**config.mk**
```make
export PLATFORM = sky130hd
export DESIGN_NAME = divider_seq
export DESIGN_NICKNAME = d
export VERILOG_FILES = /design/src/rtl/divider_seq.sv
export SDC_FILE = /design/constraint.sdc
export NUM_CORES = 1
export LEC_CHECK = 0
export ABC_CLOCK_PERIOD_IN_PS = 5000
export BUFFER_PORTS_ARGS = -buffer_cell sky130_fd_sc_hd__clkbuf_2
export CAP_MARGIN = 15
export CORE_ASPECT_RATIO = 1.1
export CORE_MARGIN = 2
export CORE_UTILIZATION = 35
export DETAILED_ROUTE_END_ITERATION = 8
export PLACE_DENSITY = 0.65
export SLEW_MARGIN = 25
export SYNTH_ARGS = -nofsm -noshare
export SYNTH_HDL_FRONTEND = slang
export SYNTH_SLANG_ARGS = --single-unit
```
**constraint.sdc**
```tcl
create_clock -name clk -period 5 [get_ports clk]
set_input_delay 0.25 -clock clk [delete_from_list [all_inputs] [get_ports clk]]
set_output_delay 0.25 -clock clk [all_outputs]
set_load 0.1 [all_outputs]
```
**src/rtl/divider_seq.sv**
```systemverilog
// Multi-cycle radix-2 restoring divider for MIPS DIV/DIVU.
// Takes one quotient bit per cycle and presents {remainder, quotient} for the HI/LO write.
//
// Handshake: start_i is a level request that EX holds high, with operands
// stable, until it sees ready_o. While the request is pending and no result is
// available, stall_o stays high. ready_o is high in DONE, and the result is
// consumed in that cycle. The request must then drop for one cycle before the
// next start is accepted. annul_i overrides everything and returns to IDLE.
module divider_seq #(
  parameter int WIDTH = 32
) (
  input  logic               clk,
  input  logic               resetn,
  input  logic               signed_i,
  input  logic [WIDTH-1:0]   dividend_i,
  input  logic [WIDTH-1:0]   divisor_i,
  input  logic               start_i,
  input  logic               annul_i,
  output logic [2*WIDTH-1:0] result_o,
  output logic               ready_o,
  output logic               stall_o,
  output logic [1:0]         state_dbg
);

  localparam int CW = $clog2(WIDTH + 1);

  typedef enum logic [1:0] {
    IDLE   = 2'd0,
    BYZERO = 2'd1,
    BUSY   = 2'd2,
    DONE   = 2'd3
  } state_t;

  state_t           state;
  logic [2*WIDTH:0] work;   // {upper part (WIDTH+1), dividend/quotient bits (WIDTH)}
  logic [WIDTH-1:0] dvs;    // |divisor| captured at start
  logic             neg_q;  // negate quotient at the end
  logic             neg_r;  // negate remainder at the end
  logic [CW-1:0]    cnt;

  // Operand conditioning at the start edge: magnitudes and sign flags
  logic             a_neg;
  logic             b_neg;
  logic [WIDTH-1:0] a_abs;
  logic [WIDTH-1:0] b_abs;

  always_comb begin
    a_neg = signed_i & dividend_i[WIDTH-1];
    b_neg = signed_i & divisor_i[WIDTH-1];
    // The most negative value maps onto itself, which is its correct magnitude when read unsigned.
    a_abs = a_neg ? (~dividend_i + 1'b1) : dividend_i;
    b_abs = b_neg ? (~divisor_i + 1'b1) : divisor_i;
  end

  // One restoring iteration: shift, trial subtract, keep the difference when there is no borrow
  logic [2*WIDTH:0] shifted;
  logic [WIDTH+1:0] diff;      // WIDTH+1-bit trial plus a borrow bit
  logic [2*WIDTH:0] work_next;
  logic [WIDTH-1:0] q_fix;
  logic [WIDTH-1:0] r_fix;

  always_comb begin
    shifted   = work << 1;
    diff      = {1'b0, shifted[2*WIDTH:WIDTH]} - {2'b00, dvs};
    work_next = shifted;
    if (!diff[WIDTH+1]) begin
      work_next = {diff[WIDTH:0], shifted[WIDTH-1:1], 1'b1};
    end
    q_fix = neg_q ? (~work_next[WIDTH-1:0] + 1'b1) : work_next[WIDTH-1:0];
    r_fix = neg_r ? (~work_next[2*WIDTH-1:WIDTH] + 1'b1) : work_next[2*WIDTH-1:WIDTH];
  end

  // Sequencing FSM with registered result/ready; annul_i has priority over every state
  always_ff @(posedge clk or negedge resetn) begin
    if (!resetn) begin
      state    <= IDLE;
      work     <= '0;
      dvs      <= '0;
      neg_q    <= 1'b0;
      neg_r    <= 1'b0;
      cnt      <= '0;
      result_o <= '0;
      ready_o  <= 1'b0;
    end else if (annul_i) begin
      state   <= IDLE;
      ready_o <= 1'b0;
    end else begin
      case (state)
        IDLE: begin
          if (start_i) begin
            if (divisor_i == '0) begin
              state <= BYZERO;
            end else begin
              state <= BUSY;
              work  <= {{(WIDTH+1){1'b0}}, a_abs};
              dvs   <= b_abs;
              neg_q <= a_neg ^ b_neg;
              neg_r <= a_neg;
              cnt   <= '0;
            end
          end
        end
        BYZERO: begin
          state    <= DONE;
          result_o <= '0;
          ready_o  <= 1'b1;
        end
        BUSY: begin
          work <= work_next;
          cnt  <= cnt + 1'b1;
          if (cnt == CW'(WIDTH - 1)) begin
            state    <= DONE;
            result_o <= {r_fix, q_fix};
            ready_o  <= 1'b1;
          end
        end
        DONE: begin
          if (!start_i) begin
            state   <= IDLE;
            ready_o <= 1'b0;
          end
        end
        default: state <= IDLE;
      endcase
    end
  end

  // Stall while a request is pending and no result is on offer; forced low during reset
  always_comb begin
    stall_o   = resetn & start_i & ~annul_i & (state != DONE);
    state_dbg = state;
  end

endmodule

```
* Yosys cells after proc, flatten, opt, wreduce, memory -nomap -nowiden *
Index checks and enable logic that the tools add are counted.
Widths: inputs -> output; s select.

operators by class
  add/sub/neg operators = 6
  multipliers = 0
  divide/modulo/power cells = 0
  magnitude comparators = 0
  equality and inequality tests = 11
  shifts and indexed selects = 0
  muxes and demuxes = 23
  bitwise logic cells = 12
  reduce and logical (&&, ||, !) cells = 10

operators with widths
  kind                   number
  $mux 64                4
  $pmux 64 s2            2
  $add 32x1->32 const B  4
  $mux 32                4
  $not 32->32            4
  $sub 33x32->34         1
  $logic_not 32->1       1
  $mux 6                 2
  $pmux 6 s2             1
  $mux 2                 5
  $ne 3x3->1 const B     3
  $reduce_and 3->1       3
  $ne 2x2->1 const B     4
  $pmux 2 s4             1
  $reduce_and 4->1       2
  $add 6x1->6 const B    1
  $eq 6x5->1 const B     1
  $and 1x1->1            5
  $eq 2x2->1 const B     2
  $reduce_bool 2->1      2
  $reduce_bool 4->1      1
  $mux 1                 3
  $pmux 1 s3             1
  $eq 2x1->1 const B     1
  3 further kinds        4

storage, ports and cells
  bits in registers = 171
  bits in latches = 0
  bits in writable memories = 0
  bits in read-only memories = 0
  bits of input ports = 69
  output and inout bits = 68
  word-level logic and storage cells = 70
  memories kept = 0

* Logic depth before layout (Yosys ltp) *
Gate-level depths: netlist of run 1.

  depth in word-level cells = 7
  depth in mapped cells = 22

* Least setup slack after synthesis of run 1 *
No wires, ideal clock.

  path kind = register to register
  from = register work[53]
  to = register result_o[60]
  setup time = 0.132 ns
  arrival time = 5.222 ns
  required time = 4.868 ns
  setup slack = -0.354 ns
  cell stages (with the launch flop) = 22
  buffers on the path = 4
  period minus slack after synthesis = 5.354 ns
  path through = dfrtp_1 > ha_1 > clkbuf_1 > and4_1 > nand4bb_1 > a211oi_1 > o41ai_4 > nand2_4 > clkbuf_1 > clkbuf_1 > clkbuf_1 > nand2_1 > o21ai_1 > ha_1 > nand2_1 > or4b_1 > or4_1 > o2bb2ai_1 > nand4b_1 > o31ai_1 > xor2_1 > o21ai_1

between the ends
  word-level cells in the longest chain between the ends = 7

ends and longest elaborated chain
  what                      RTL line  source
  start: declaration        35        logic [2*WIDTH:0] work;
  start signal: assignment  95        work <= {{(WIDTH+1){1'b0}}, a_abs};
  start signal: assignment  109       work <= work_next;
  $sub 33x32->34            64        diff = {1'b0, shifted[2*WIDTH:WIDTH]} - {2'b00, dvs};
  $mux 64 (*)               66        if (!diff[WIDTH+1]) begin
  $not 32->32               70        r_fix = neg_r ? (~work_next[2*WIDTH-1:WIDTH] + 1'b1) : work_next[2*WIDTH-1:WIDTH];
  $add 32x1->32             70
  $mux 32 (*)               70
  $mux 64 (*)               111       if (cnt == CW'(WIDTH - 1)) begin
  $pmux 64 s2 (*)           88        case (state)
  end signal: assignment    113       result_o <= {r_fix, q_fix};
  end: declaration          19        output logic [2*WIDTH-1:0] result_o,

Mark *: on every way between the ends. The rest lies on a longest branch, timed or not. The select of a mux whose other input is x is not followed.
A chain may end at the register's enable or synchronous reset.

* Final worst setup path of run 1 *
  from = register work[34]
  to = register result_o[60]

The elaborated chain is that of the path after synthesis.

==> results of run 1 <==
-- critical path, cell delays in order, from the launching register on --
cell and delay (ps):
sky130_fd_sc_hd__dfrtp_1 440, sky130_fd_sc_hd__ha_1 400, sky130_fd_sc_hd__a21o_1 240, sky130_fd_sc_hd__a21oi_4 230, sky130_fd_sc_hd__a211oi_2 150, sky130_fd_sc_hd__o41ai_4 420, sky130_fd_sc_hd__nand2_4 170, sky130_fd_sc_hd__o21ai_1 240
sky130_fd_sc_hd__ha_1 210, sky130_fd_sc_hd__nand2_1 50, sky130_fd_sc_hd__or4b_1 520, sky130_fd_sc_hd__or4_1 450, sky130_fd_sc_hd__o2bb2ai_1 220, sky130_fd_sc_hd__nand4b_1 340, sky130_fd_sc_hd__o31ai_2 280, sky130_fd_sc_hd__xor2_1 180
sky130_fd_sc_hd__o21ai_1 80
-- final cells by class --
class	instances	area, um2	area share [%]
inverters	57	214.0	1.539
well taps	438	548.0	3.941
clock buffers	17	425.4	3.059
multi-input cells	1201	7357	52.91
flip-flops and latches	171	4279	30.77
repair buffers	166	930.9	6.695
clock inverters	15	150.1	1.080
-- through the flow --
stage                     instance area, um2  worst slack, ps  std cells
final                                  13900            257.4       2065
after detailed placement               13290            166.3       2031
after CTS                              13880            137.6       2064
after floorplan                        12140            21.44       1513
after global placement                 13290            307.0       2031
after global routing                   13900            18.05       2065
-- logic make-up after synthesis --
kind of cell               after synthesis  share of synthesized area (%)
and+or+nand+nor                        522                          19.98
AOI/OAI and AO/OA                      483                          24.56
DFF                                    171                          35.26
buffers and inverters                  141                          4.402
xor gates and xnor gates               131                          9.454
adders and majority gates               43                          4.495
muxes                                   22                          1.856
-- flip-flops by register name, summed over array words and instances (netlist names) --
| register | cells |
|---|---|
| dvs | 32 |
| neg_q | 1 |
| cnt | 6 |
| neg_r | 1 |
| ready_o | 1 |
| state_dbg | 2 |
| work | 64 |
| result_o | 64 |
-- worst paths after layout --
check | from | to | slack, ps | cells after the start
worst max-delay path | work[34]$_DFFE_PN0P_ | result_o[60]$_DFFE_PN0P_ | 260 | 16
worst min-delay path | divisor_i[0] | dvs[0]$_DFFE_PN0P_ | 90 | 2
worst min register to register | result_o[1]$_DFFE_PN0P_ | result_o[1]$_DFFE_PN0P_ | 480 | 2
worst max register to register | work[34]$_DFFE_PN0P_ | result_o[60]$_DFFE_PN0P_ | 260 | 16
min in group asynchronous | resetn | state_dbg[0]$_DFFE_PN0P_ | 310 | 2
max in group asynchronous | resetn | result_o[29]$_DFFE_PN0P_ | 3590 | 3
-- cell usage in the layout, fill, tap and decap left out, types with 10 or more instances in the layout --
cell type                   netlist  layout
sky130_fd_sc_hd__buf_4            0      27
sky130_fd_sc_hd__nor2_1          92      92
sky130_fd_sc_hd__clkbuf_2         0     135
sky130_fd_sc_hd__o31ai_1         50      49
sky130_fd_sc_hd__xnor2_1         64      64
sky130_fd_sc_hd__o21a_1          11      11
sky130_fd_sc_hd__nor4_1          21      21
sky130_fd_sc_hd__nor3_1          24      24
sky130_fd_sc_hd__dfrtp_1        171     171
sky130_fd_sc_hd__nand3_1         22      22
sky130_fd_sc_hd__clkbuf_16        0      17
sky130_fd_sc_hd__o21ai_0         60      59
sky130_fd_sc_hd__nand2b_1        13      13
sky130_fd_sc_hd__o41ai_1         11      11
sky130_fd_sc_hd__ha_1            42      41
sky130_fd_sc_hd__a21o_1          12      12
sky130_fd_sc_hd__nand2_1        253     252
sky130_fd_sc_hd__mux2i_1         18      18
sky130_fd_sc_hd__o21ai_1        138     137
sky130_fd_sc_hd__or3_1           21      21
sky130_fd_sc_hd__or4_1           16      16
sky130_fd_sc_hd__inv_1           56      56
sky130_fd_sc_hd__a21oi_1        113     113
sky130_fd_sc_hd__a31oi_1         13      13
sky130_fd_sc_hd__nand4_1         10      10
sky130_fd_sc_hd__xor2_1          67      67
-- timing repair --
action | 4_1_cts | 5_1_grt
endpoints found under the hold margin | 47 | 0
hold buffers | 1 | 0
resized for setup | 0 | 4
setup endpoints to repair | 0 | 4
setup buffers | 0 | 1
-- routing by layer --
layer / GRT usage, % / share of wire (%)
met5: 0 / 0
met3: 3.044 / 3.8
met4: 6.956 / 2.7
met1: 25.31 / 42
met2: 37.93 / 51
-- power breakdown --
| group | total (mW) | internal [mW] | switching, mW | leakage, nW |
|---|---|---|---|---|
| Combinational | 5.19 | 1.31 | 3.88 | 3.61 |
| Sequential | 2.28 | 1.87 | 0.407 | 2.24 |
| Clock | 1.33 | 0.663 | 0.671 | 0.271 |
==> impl_metrics.yaml, run 1 <==
floorplanning:
  core_area_um2: 34200
  floorplan.rows: 71
  die_y_um: 199.3
  design.die.area_um2: 36180
  initial_core_util_pct: 35.49
  ioPinCount: 137
  die_width_um: 181.6
setup_path:
  critical_path_required_ps: 5320
  path_max_fanout: 10
  worst-setup-path-type: "reg2reg"
  cp-start-kind: "flop"
  worst-endpoint-arrival_ps: 5070
  end_kind: "flop"
finish:
  final_core_utilization_pct: 40.65
  n_fill_cell: 3496
  final_layout_size_suffix_gt1_share_pct: 14.32
  insertedDiodeCount: 0
  layout-area-overhead-vs-synth_pct: 14.57
  design.final.nets: 1726
sta:
  timing.final.max_slew_violations: 0
  timing.max_slew.rel_slack_pct: 33.21
  max_clock_freq_ghz: 0.2109
  max_slew.worst_pin.slew_ps: 998.1
  hold-worst-slack_ps: 87.50
  finalCritPeriodShare_pct: 94.85
  final_hold_viol_count: 0
  clock_skew_ps: 14.18
  setup_tns_ps: 0
  rsz0062_at_grt: "no"
  timing.final.crit_period_ps: 4743
  finalSetupViolations: 0
logic_synthesis:
  synth-seq-area-share_pct: 35.26
  asyncSetResetFlopFracSynth_pct: 100.0
  dominant_cell_type_by_area_after_synthesis: "sky130_fd_sc_hd__dfrtp_1"
  synth_top_cells_by_area: "sky130_fd_sc_hd__dfrtp_1, sky130_fd_sc_hd__nand2_1, sky130_fd_sc_hd__o21ai_1, sky130_fd_sc_hd__xor2_1, sky130_fd_sc_hd__a21oi_1"
  synth.cell_area_um2: 12140
  post_synth_inst_count: 1513
  synth.most_common_cell: "sky130_fd_sc_hd__nand2_1"
  synthTopCellsByCount: "sky130_fd_sc_hd__nand2_1, sky130_fd_sc_hd__dfrtp_1, sky130_fd_sc_hd__o21ai_1, sky130_fd_sc_hd__a21oi_1, sky130_fd_sc_hd__nor2_1"
  net_count_of_the_mapped_netlist: 1625
  portion_of_synthesized_cell_area_occupied_by_the_leading_cell_type_pct: 35.26
  syn-mean-instance-area_um2: 8.022
  synth-edff-count: 0
  post_synth_num_cell_types: 84
  yosys_warnings: 0
  synth_seq_cells: 171
  yosys_most_used_dff: "sky130_fd_sc_hd__dfrtp_1"
pwr:
  static-leakage-power_nw: 6.121
  power_density_nw_per_um2: 633.3
  max_ir_drop_vdd_v: 0.0005448
  finalPower_mw: 8.806
route:
  dr_pass1_iterations: 5
  routed_wl_um: 37330
  drt-initial-drc-count: 875
  detail_route.wl_per_cell_um: 18.08
  detail-route-antenna-nets: 0
  via_per_inst: 5.521
  route.vias.total: 11400
  route.detailed.drc: 0
status:
  run_status: "finished clean"
placed_design:
  place.port_buffers: 136
  gp_weighted_congestion: 0.9360
  detailed_place_hpwl_um: 28650
clocking:
  clkSinkCount: 171
  cts-root-to-sink-buffers: 2
  cts_max_level: 4
  path_clk_slew_ps: 70
  tritoncts: "built"
  cts_made_buffers: 17
  clockRootBuffer: "sky130_fd_sc_hd__clkbuf_16"
  clock_insertion_delay_worst_skew_ps: 460
run:
  max_cap_violations: 0
global_route:
  grt_pass1_wl_um: 59770
  grtUsageTotal_pct: 20.86
  grt_start_max_net_pins: 78
  grt_overflow: 0
  number_of_global_route_vias_before_repair: 11090
  antenna_found_initial: 0
worst_hold_path:
  timing.hold.worst.class: "in2reg"
No activity file was read; power rests on OpenSTA's default activity.
==> run 2: changes to the inputs <==
--- a/config.mk
+++ b/config.mk
@@ -15,2 +15,3 @@
 export PLACE_DENSITY = 0.65
+export SETUP_SLACK_MARGIN = 0.3
 export SLEW_MARGIN = 25
--- a/constraint.sdc
+++ b/constraint.sdc
@@ -3,2 +3,2 @@
 set_output_delay 0.25 -clock clk [all_outputs]
-set_load 0.1 [all_outputs]
+set_load 0.005 [all_outputs]
==> impl_metrics.yaml, run 2 (synthesis gave the netlist of run 1 again) <==
status:
  run_status: "finished clean"
sta:
  final_hold_viol_count: 0
  clock_skew_ps: 19.70
  max_slew.worst_pin.slew_ps: 1065
  rsz0062_at_grt: "no"
  timing.final.max_slew_violations: 0
  finalCritPeriodShare_pct: 90.42
  max_clock_freq_ghz: 0.2212
  timing.max_slew.rel_slack_pct: 28.76
  final_setup_slack_of_the_worst_path_ps: 478.8
  setup_tns_ps: 0
  finalSetupViolations: 0
  timing.final.crit_period_ps: 4521
finish:
  register_area_um2: 4282
  top_regs: "result_o (64), work (64), dvs (32)"
  insertedDiodeCount: 0
  design.final.nets: 1728
  layout_common_cells: "sky130_fd_sc_hd__nand2_1, sky130_fd_sc_hd__dfrtp_1, sky130_fd_sc_hd__o21ai_1, sky130_fd_sc_hd__clkbuf_2, sky130_fd_sc_hd__a21oi_1"
  final_layout_size_suffix_gt1_share_pct: 15.47
  n_fill_cell: 3489
  finish.cell_count_without_fillers: 2067
  layout-area-overhead-vs-synth_pct: 15.72
  most_common_cell_after_layout_fill_and_taps_aside: "sky130_fd_sc_hd__nand2_1"
  multiInputGateArea_um2: 7438
clocking:
  clkSinkCount: 171
  cts-root-to-sink-buffers: 2
  clock_insertion_delay_worst_skew_ps: 450
  cts_max_level: 4
  tritoncts: "built"
  clockRootBuffer: "sky130_fd_sc_hd__clkbuf_16"
  cts_made_buffers: 17
  path_clk_slew_ps: 80
pwr:
  switching_share_pct: 46.54
  max_ir_drop_vdd_v: 0.0002741
  finalPower_mw: 7.331
  cell_internal_pwr_mw: 3.919
  power.share.sequential_pct: 31.2
  power_density_nw_per_um2: 522.0
  static-leakage-power_nw: 6.162
  net-switching-power_mw: 3.412
  share_comb_of_total_power_pct: 49.9
  clkPwrFrac_pct: 18.9
setup_path:
  critical_path_required_ps: 5320
  worst-setup-path-type: "reg2reg"
  cell_chain_critical_path: "ha_2 > and4_4 > nand4bb_1 > a211oi_2 > o41ai_4 > nand2_4 > nand2_1 > o21ai_4 > ha_4 > nand2_1 > or4b_1 > or4_4 > o2bb2ai_2 > nand4b_1 > o31ai_2 > xor2_1 > o21ai_1"
  end_kind: "flop"
  worstPathBufferInverterCount: 0
  path_delay_family: "simple AND/OR/NAND/NOR gates"
  cp-start-kind: "flop"
  path_max_fanout: 8
  cp.depth: 17
  rr_worst_depth: 17
  critPathMaxStageDelay_ps: 530
  critical_path.most_common_cell: "sky130_fd_sc_hd__nand2_1"
  worst-endpoint-arrival_ps: 4840
  critical-path-slowest-cell: "sky130_fd_sc_hd__or4b_1"
route:
  drt-initial-drc-count: 850
  detail_route.wl_per_cell_um: 18.00
  routed_wl_um: 37210
  route.detailed.drc: 0
  via_per_inst: 5.503
  route.vias.total: 11380
  detail-route-antenna-nets: 0
  dr_pass1_iterations: 5
worst_hold_path:
  timing.hold.worst.class: "in2reg"
  holdPathStages: 2
placed_design:
  place.detailed.instances: 2025
  dpl_worst_slack_ps: 173.8
  gp_weighted_congestion: 0.8983
  detailed_place_hpwl_um: 27750
  place.port_buffers: 136
run:
  max_cap_violations: 0
global_route:
  grtUsageTotal_pct: 20.06
  number_of_global_route_vias_before_repair: 10780
  grt_pass1_wl_um: 57580
  antenna_found_initial: 0
  grt_overflow: 0
  grt_start_max_net_pins: 103
floorplanning:
  design.die.area_um2: 36180
  floorplan.rows: 71
  ioPinCount: 137
  core_area_um2: 34200
  die_y_um: 199.3
  initial_core_util_pct: 35.49
  die_width_um: 181.6
## run 2: cell types whose count changed in the layout (fill, tap and decap cells not counted), moves of 2 or more
cell,previous run,this run
sky130_fd_sc_hd__or4_1,16,14
sky130_fd_sc_hd__ha_2,1,6
sky130_fd_sc_hd__dfrtp_2,0,2
sky130_fd_sc_hd__buf_4,27,29
sky130_fd_sc_hd__dfrtp_1,171,169
sky130_fd_sc_hd__inv_6,2,4
sky130_fd_sc_hd__ha_1,41,35
sky130_fd_sc_hd__clkinvlp_4,4,0
sky130_fd_sc_hd__a21oi_1,113,111
sky130_fd_sc_hd__or4_4,2,4
sky130_fd_sc_hd__o21ai_4,1,3
sky130_fd_sc_hd__a21oi_2,1,3
sky130_fd_sc_hd__clkinv_8,2,4
## run 2: metal layers
| layer | track usage, % | wire (um) | up-vias | share of wire (%) |
|---|---|---|---|---|
| met3 | 2.770 | 1378 | 55 | 3.7 |
| met4 | 6.534 | 943 | 0 | 2.5 |
| met5 | 0 | 0 | - | 0 |
| met1 | 24.69 | 16020 | 5447 | 43 |
| met2 | 36.24 | 18870 | 252 | 51 |
| li1 | - | - | 5621 | - |
## run 2: cell type report
type | instances | share of cell area, %
clock inverters | 14 | 1.185
well taps | 438 | 3.902
flip-flops and latches | 171 | 30.49
inverters | 57 | 1.541
clock buffers | 18 | 3.127
multi-input cells | 1201 | 52.96
repair buffers | 168 | 6.797
## run 2: through the flow
| stage | utilization [%] | hold WS (ps) | area, um2 |
|---|---|---|---|
| global route | 41.06 | 88.10 | 14040 |
| detailed placement | 38.80 | 329.4 | 13270 |
| finish | 41.06 | 81.57 | 14040 |
| floorplan | - | -45.59 | 12170 |
| CTS | 40.62 | 75.58 | 13890 |
| global placement | 38.80 | 332.5 | 13270 |
## run 2: worst paths after layout
check                                                 to               startpoint  slack (ps)
min in group asynchronous       result_o[48]$_DFFE_PN0P_                   resetn         410
worst min register to register   result_o[1]$_DFFE_PN0P_  result_o[1]$_DFFE_PN0P_         480
worst min-delay path                  dvs[0]$_DFFE_PN0P_             divisor_i[0]          80
worst max-delay path            result_o[60]$_DFFE_PN0P_     work[53]$_DFFE_PN0P_         480
max in group asynchronous           work[32]$_DFFE_PN0P_                   resetn        3550
worst max register to register  result_o[60]$_DFFE_PN0P_     work[53]$_DFFE_PN0P_         480
## run 2: timing repair
| item | in CTS | in global routing |
|---|---|---|
| hold buffers | 1 | 0 |
| setup buffers | 0 | 9 |
| setup endpoints to repair | 7 | 13 |
| gates resized for setup | 4 | 20 |
| endpoints found under the hold margin | 69 | 0 |
| pin swaps | 1 | 8 |
| gates cloned | 0 | 0 |
## run 2: power by group through the flow
stage	clock network, mW	registers (mW)	logic [mW]
finish	1.39	2.29	3.66
global route	1.47	2.35	4.06
CTS	1.41	2.28	3.59
detailed placement	0	2.30	3.56
global placement	0	2.29	3.52
floorplan	0	2.20	2.48
